`src/rtl/piso_pkg.sv`:
```
// Shared FSM encodings and sizing helper for the parallel-in/serial-out serializer.
package piso_pkg;

  localparam logic IDLE  = 1'b0;
  localparam logic SHIFT = 1'b1;

  typedef enum logic {
    StIdle  = IDLE,
    StShift = SHIFT
  } state_e;

  // Bit-counter width for a word of the given size; never narrower than one bit.
  function automatic int unsigned cnt_width(input int unsigned width);
    return (width > 2) ? $clog2(width) : 1;
  endfunction

endpackage

```
`src/rtl/bit_counter.sv`:
```
// Bit-position counter: cleared when a word is accepted, advanced once per emitted bit.
module bit_counter #(
  parameter int unsigned CNT_W = 2
) (
  input  logic             clk,
  input  logic             rst,
  input  logic             clear,
  input  logic             enable,
  output logic [CNT_W-1:0] count
);

  logic [CNT_W-1:0] r_count;

  always_ff @(posedge clk or posedge rst) begin
    if (rst) begin
      r_count <= '0;
    end else if (clear) begin
      r_count <= '0;
    end else if (enable) begin
      r_count <= r_count + CNT_W'(1);
    end
  end

  assign count = r_count;

endmodule

```
`src/rtl/piso_serializer.sv`:
```
// Parallel-in/serial-out serializer with a load handshake and gapless back-to-back words.
module piso_serializer
  import piso_pkg::*;
#(
  parameter int unsigned WIDTH     = 4,
  parameter bit          MSB_FIRST = 1'b1
) (
  input  logic             clk,
  input  logic             rst,
  input  logic [WIDTH-1:0] d_in,
  input  logic             load_valid,
  output logic             load_ready,
  output logic             s_out,
  output logic             s_valid,
  output logic             frame_start,
  output logic             done
);

  localparam int unsigned      CNT_W      = cnt_width(WIDTH);
  localparam logic [CNT_W-1:0] LAST_CNT   = CNT_W'(WIDTH - 1);
  localparam logic [CNT_W-1:0] PENULT_CNT = CNT_W'(WIDTH - 2);

  state_e           r_state, w_state_nxt;
  logic [WIDTH-1:0] r_shift, w_shift_nxt;
  logic             r_s_out, w_s_out_nxt;
  logic             r_s_valid, w_s_valid_nxt;
  logic             r_frame_start, w_frame_start_nxt;
  logic             r_done, w_done_nxt;

  logic [CNT_W-1:0] w_count;
  logic             w_last;
  logic             w_load_ready;
  logic             w_accept;
  logic             w_cnt_en;

  function automatic logic head_bit(input logic [WIDTH-1:0] w);
    return MSB_FIRST ? w[WIDTH-1] : w[0];
  endfunction

  function automatic logic [WIDTH-1:0] drop_head(input logic [WIDTH-1:0] w);
    return MSB_FIRST ? {w[WIDTH-2:0], 1'b0} : {1'b0, w[WIDTH-1:1]};
  endfunction

  // The counter holds the index of the bit currently on s_out.
  assign w_last       = (r_state == StShift) && (w_count == LAST_CNT);
  assign w_load_ready = !rst && ((r_state == StIdle) || w_last);
  assign w_accept     = load_valid && w_load_ready;
  assign w_cnt_en     = (r_state == StShift) && !w_last;

  bit_counter #(
    .CNT_W (CNT_W)
  ) u_bit_counter (
    .clk    (clk),
    .rst    (rst),
    .clear  (w_accept),
    .enable (w_cnt_en),
    .count  (w_count)
  );

  always_comb begin
    w_state_nxt       = r_state;
    w_shift_nxt       = r_shift;
    w_s_out_nxt       = r_s_out;
    w_s_valid_nxt     = r_s_valid;
    w_frame_start_nxt = r_frame_start;
    w_done_nxt        = r_done;
    if (w_accept) begin
      w_state_nxt       = StShift;
      w_s_out_nxt       = head_bit(d_in);
      w_shift_nxt       = drop_head(d_in);
      w_s_valid_nxt     = 1'b1;
      w_frame_start_nxt = 1'b1;
      w_done_nxt        = 1'b0;
    end else if (r_state == StShift) begin
      if (w_last) begin
        w_state_nxt       = StIdle;
        w_s_out_nxt       = 1'b0;
        w_s_valid_nxt     = 1'b0;
        w_frame_start_nxt = 1'b0;
        w_done_nxt        = 1'b0;
      end else begin
        w_s_out_nxt       = head_bit(r_shift);
        w_shift_nxt       = drop_head(r_shift);
        w_s_valid_nxt     = 1'b1;
        w_frame_start_nxt = 1'b0;
        w_done_nxt        = (w_count == PENULT_CNT);
      end
    end
  end

  always_ff @(posedge clk or posedge rst) begin
    if (rst) begin
      r_state       <= StIdle;
      r_shift       <= '0;
      r_s_out       <= 1'b0;
      r_s_valid     <= 1'b0;
      r_frame_start <= 1'b0;
      r_done        <= 1'b0;
    end else begin
      r_state       <= w_state_nxt;
      r_shift       <= w_shift_nxt;
      r_s_out       <= w_s_out_nxt;
      r_s_valid     <= w_s_valid_nxt;
      r_frame_start <= w_frame_start_nxt;
      r_done        <= w_done_nxt;
    end
  end

  assign load_ready  = w_load_ready;
  assign s_out       = r_s_out;
  assign s_valid     = r_s_valid;
  assign frame_start = r_frame_start;
  assign done        = r_done;

endmodule

```
`config.mk`:
```
export PLATFORM = sky130hd
export DESIGN_NAME = piso_serializer
export DESIGN_NICKNAME = d
export VERILOG_FILES = /design/src/rtl/piso_pkg.sv /design/src/rtl/bit_counter.sv /design/src/rtl/piso_serializer.sv
export SDC_FILE = /design/constraint.sdc
export NUM_CORES = 1
export LEC_CHECK = 0
export BUFFER_PORTS_ARGS = -buffer_cell sky130_fd_sc_hd__clkbuf_2
export CAP_MARGIN = 25
export CORE_AREA = 2 2 39 41
export CTS_CLUSTER_DIAMETER = 120
export DETAILED_ROUTE_END_ITERATION = 8
export DIE_AREA = 0 0 41 43
export GPL_TIMING_DRIVEN = 0
export PLACE_DENSITY = 0.58
export RECOVER_POWER = 25
export SYNTH_ARGS = -nofsm -noshare
export SYNTH_HDL_FRONTEND = slang
export SYNTH_SLANG_ARGS = --single-unit
```
`constraint.sdc`:
```
create_clock -name clk -period 1.7 [get_ports clk]
set_input_delay 0.34 -clock clk [delete_from_list [all_inputs] [get_ports clk]]
set_output_delay 0.34 -clock clk [all_outputs]
set_load 0.03 [all_outputs]
```
==> report_table.html <==
<table>
<tr><th>Metric</th><th>Value</th></tr>
<tr><th colspan="2">Routing</th></tr>
<tr><td>Routed length on met3</td><td>between 30 and 40 µm</td></tr>
<tr><td>Highest Signal Layer</td><td>met3</td></tr>
<tr><td>Total routed wirelength</td><td>827 µm</td></tr>
<tr><td>Met1 Wirelength</td><td>about 410 µm</td></tr>
<tr><td>Initial DRC count</td><td>6</td></tr>
<tr><td>Number of nets with antenna violations after routing</td><td>0</td></tr>
<tr><td>First-pass iteration count of the detailed router</td><td>2</td></tr>
<tr><td>Drt drc</td><td>0</td></tr>
<tr><td>Vias after detailed routing</td><td>roughly 340</td></tr>
<tr><td>Wire length on met2</td><td>383 µm</td></tr>
<tr><td>Avg WL per Cell</td><td>11.2 µm</td></tr>
<tr><td>Via density</td><td>4.57</td></tr>
<tr><th colspan="2">Worst setup path</th></tr>
<tr><td>Crit end category</td><td>primary output</td></tr>
<tr><td>CP Cell Sequence</td><td>ha_1, and2b_2, nor2_1, buf_4</td></tr>
<tr><td>Critical Path Max Stage Delay</td><td>slightly below 0.4 ns</td></tr>
<tr><td>Type of origin of the critical path</td><td>flop</td></tr>
<tr><td>Number of buffer and inverter stages on the critical path</td><td>1</td></tr>
<tr><td>Max FO, Critical Path</td><td>3</td></tr>
<tr><td>CP max stage cell</td><td>sky130_fd_sc_hd__dfrtp_1</td></tr>
<tr><td>Worst reg-to-reg path cell count</td><td>5</td></tr>
<tr><td>Total number of cells along the worst setup path</td><td>4</td></tr>
<tr><td>Classification of the worst setup path</td><td>reg2out</td></tr>
<tr><td>Arr. time, crit path</td><td>1.28 ns</td></tr>
<tr><td>Setup slack on the worst flop-to-flop path</td><td>0.24 ns</td></tr>
<tr><td>Data required, critical path</td><td>1.36 ns</td></tr>
<tr><td>Largest delay share family, worst path</td><td>flip-flops</td></tr>
<tr><th colspan="2">Placement</th></tr>
<tr><td>Setup Slack @ Placement</td><td>0.225 ns</td></tr>
<tr><td>Sum of net half-perimeters after detailed placement</td><td>592 µm</td></tr>
<tr><td>Final GP Congestion</td><td>approximately 0.69</td></tr>
<tr><td>Count of input and output buffers</td><td>11</td></tr>
<tr><th colspan="2">Yosys</th></tr>
<tr><td>Combined area of all synthesized cells</td><td>~460 µm²</td></tr>
<tr><td>Post-synthesis area per instance</td><td>around 11 µm²</td></tr>
<tr><td>Cells taking the most area after synthesis</td><td>sky130_fd_sc_hd__dfrtp_1 (55%), sky130_fd_sc_hd__a221o_1 (6.6%), sky130_fd_sc_hd__ha_1 (5.5%)</td></tr>
<tr><td>Register bit count reported by yosys</td><td>10</td></tr>
<tr><td>Most used DFF post-synth</td><td>sky130_fd_sc_hd__dfrtp_1</td></tr>
<tr><td>Gate count of the mapped netlist</td><td>41</td></tr>
<tr><td>Net count after synthesis</td><td>50</td></tr>
<tr><td>Largest area contributor in the synthesized netlist</td><td>sky130_fd_sc_hd__dfrtp_1</td></tr>
<tr><td>Share of the synthesized area in the top cell type</td><td>0.548</td></tr>
<tr><td>Portion of the post-synthesis area used by sequential elements</td><td>0.548</td></tr>
<tr><td>Post-synth EDFFs</td><td>0</td></tr>
<tr><td>Most numerous cell in the Yosys netlist</td><td>sky130_fd_sc_hd__dfrtp_1</td></tr>
<tr><td>Most frequent cells after synthesis</td><td>sky130_fd_sc_hd__dfrtp_1 (10), sky130_fd_sc_hd__inv_1 (4), sky130_fd_sc_hd__a221o_1 (3), sky130_fd_sc_hd__nand2_1 (3), sky130_fd_sc_hd__nor2_1 (3)</td></tr>
<tr><td>Count of warnings emitted by yosys</td><td>0</td></tr>
<tr><td>Synth async-reset ratio</td><td>1.00</td></tr>
<tr><td>Post-synthesis cell type count</td><td>18</td></tr>
<tr><th colspan="2">Die</th></tr>
<tr><td>Die area</td><td>~1800 µm²</td></tr>
<tr><td>Die height</td><td>43 µm</td></tr>
<tr><td>Die Width</td><td>41 µm</td></tr>
<tr><td>Core ar.</td><td>~1400 µm²</td></tr>
<tr><td>Number of top-level pins</td><td>12</td></tr>
<tr><td>Initial Utilization</td><td>0.330</td></tr>
<tr><td>Number of cell rows</td><td>14</td></tr>
<tr><th colspan="2">Clock tree</th></tr>
<tr><td>TritonCTS buffer count</td><td>3</td></tr>
<tr><td>CTS tree</td><td>yes</td></tr>
<tr><td>Number of clock sinks</td><td>10</td></tr>
<tr><td>CTS hold repair buffers</td><td>0</td></tr>
<tr><td>Clock latency reported for the late side of the worst-skew pair</td><td>approximately 0.26 ns</td></tr>
<tr><td>Number of H-tree levels</td><td>1</td></tr>
<tr><td>Clock slew seen by the registers of the worst setup and hold paths</td><td>roughly 0.070 ns</td></tr>
<tr><td>Clock tree root buffer cell</td><td>sky130_fd_sc_hd__clkbuf_4</td></tr>
<tr><td>Largest buffer count on any clock path</td><td>2</td></tr>
<tr><th colspan="2">Flow run</th></tr>
<tr><td>MaxCap Viol Count</td><td>0</td></tr>
<tr><th colspan="2">Layout</th></tr>
<tr><td>Sequential Area</td><td>between 200 and 300 µm²</td></tr>
<tr><td>Antenna diode count</td><td>0</td></tr>
<tr><td>Share of layout cells above drive strength 1</td><td>0.362</td></tr>
<tr><td>Area of the multi-input gates</td><td>181 µm²</td></tr>
<tr><td>Net count, final</td><td>slightly below 70</td></tr>
<tr><td>Number of filler cells placed in the layout</td><td>~150</td></tr>
<tr><td>Post-synthesis to final-layout area growth</td><td>28.5%</td></tr>
<tr><th colspan="2">Timing</th></tr>
<tr><td>Clock skew after layout</td><td>roughly 0.0072 ns</td></tr>
<tr><td>Finish-stage setup viols</td><td>0</td></tr>
<tr><td>Maximum frequency from static timing analysis</td><td>between 600 and 700 MHz</td></tr>
<tr><td>Fin crit period</td><td>between 1.5 and 2 ns</td></tr>
<tr><td>Final critical-path setup slack</td><td>around 0.084 ns</td></tr>
<tr><td>Slew at the pin closest to its max-slew limit</td><td>slightly below 0.5 ns</td></tr>
<tr><td>Final hold violation count</td><td>0</td></tr>
<tr><td>Hold_ws</td><td>roughly 0.047 ns</td></tr>
<tr><td>Unrepaired setup endpoints after global routing</td><td>false</td></tr>
<tr><td>Final cycle utilization of the critical path</td><td>0.951</td></tr>
<tr><td>Sum of negative setup slack</td><td>0 ns</td></tr>
<tr><td>Max-slew violation total from the final report</td><td>0</td></tr>
<tr><td>Max-slew headroom</td><td>0.668</td></tr>
<tr><th colspan="2">Global route</th></tr>
<tr><td>Sum of overflow across all layers after global routing</td><td>0</td></tr>
<tr><td>Via count of the first global-routing pass</td><td>roughly 330</td></tr>
<tr><td>Number of antenna violations at the first check in global routing</td><td>0</td></tr>
<tr><td>Largest net degree at the start of global routing</td><td>11</td></tr>
<tr><td>Overall fraction of global-route tracks in use</td><td>0.124</td></tr>
<tr><td>First-pass GRT wire length</td><td>1410 µm</td></tr>
<tr><th colspan="2">Power</th></tr>
<tr><td>Worst supply voltage drop on vdd</td><td>~0.68 mV</td></tr>
<tr><td>Cell Pwr Density</td><td>between 1500 and 2000 nW/µm²</td></tr>
<tr><td>Static leakage</td><td>0.310 nW</td></tr>
<tr><td>Power, Total</td><td>roughly 0.0011 W</td></tr>
<tr><th colspan="2">Run status</th></tr>
<tr><td>Run status</td><td>finished, final reports clean</td></tr>
<tr><th colspan="2">Hold path</th></tr>
<tr><td>Worst hold-check path type</td><td>in2async</td></tr>
</table>
==> where the power goes <==
| group | internal (W) | total (W) | switching [W] |
|---|---|---|---|
| clock | 0.000130 | 0.000213 | 0.0000831 |
| sequential | 0.000335 | 0.000399 | 0.0000633 |
| combinational | 0.000234 | 0.000498 | 0.000264 |
| total | 0.000699 | 0.00111 | 0.000411 |
==> metrics by stage <==
stage | cells | util | instance area [µm²]
6_report | 74 | 0.424 | 587
5_1_grt | 74 | 0.424 | 587
4_1_cts | 73 | 0.419 | 579
3_5_place_dp | 68 | 0.384 | 532
3_3_place_gp | 68 | 0.384 | 532
2_1_floorplan | 41 | - | 457
==> routing by layer <==
metal / vias up / GRT usage
met3: 0 / 0.0785
li1: 178 / -
met2: 7 / 0.172
met1: 153 / 0.152
met5: - / 0
met4: 0 / 0.0400
==> area by class of cell <==
| cell class | instances | share of cell area |
|---|---|---|
| buffer | 1 | 0.0192 |
| tap | 16 | 0.0341 |
| clock buffer | 4 | 0.0618 |
| sequential | 10 | 0.426 |
| inverter | 4 | 0.0256 |
| timing repair buffer | 13 | 0.124 |
| multi-input combinational | 26 | 0.309 |
==> state kept, by name (all words and copies together), names as in the netlist <==
name / cells
frame_start: 1
u_bit_counter.count: 2
s_valid: 1
s_out: 1
done: 1
r_state: 1
r_shift: 3
==> worst paths after layout <==
| path | startpoint | endpoint |
|---|---|---|
| min in group clk | d_in[3] | s_out$_DFFE_PP0P_ |
| hold / removal | rst | r_shift[3]$_DFFE_PP0P_ |
| hold reg to reg | s_valid$_DFFE_PP0P_ | s_valid$_DFFE_PP0P_ |
| setup reg to reg | u_bit_counter.count[0]$_DFFE_PP0P_ | r_shift[2]$_DFFE_PP0P_ |
| max in group asynchronous | rst | u_bit_counter.count[1]$_DFFE_PP0P_ |
| setup / recovery | u_bit_counter.count[0]$_DFFE_PP0P_ | load_ready |
==> logic make-up after synthesis <==
family | Yosys count | synth area share
and+or+nand+nor | 16 | 0.192
buffers and inverters | 5 | 0.0575
DFF | 10 | 0.548
muxes | 2 | 0.0466
adders and majority gates | 2 | 0.0548
AOI/OAI and AO/OA | 6 | 0.101
==> placed cells by master, fill, tap and decap left out, types with 2 or more instances in the layout <==
master,netlist,layout
sky130_fd_sc_hd__buf_4,0,3
sky130_fd_sc_hd__nand3_1,2,2
sky130_fd_sc_hd__dfrtp_1,10,10
sky130_fd_sc_hd__inv_1,4,4
sky130_fd_sc_hd__nand2b_1,2,2
sky130_fd_sc_hd__clkbuf_2,0,10
sky130_fd_sc_hd__o21ai_0,2,2
sky130_fd_sc_hd__a221o_1,3,3
sky130_fd_sc_hd__nand2_1,3,3
sky130_fd_sc_hd__and3_1,2,2
sky130_fd_sc_hd__ha_1,2,2
sky130_fd_sc_hd__nor2_1,3,3
sky130_fd_sc_hd__clkbuf_4,0,3
==> what timing repair did <==
action                     CTS  global route
buffers inserted             1             1
gates cloned                 0             0
resized for setup            2             1
setup endpoints to repair    1             1
(Power assumes the default switching activity.)
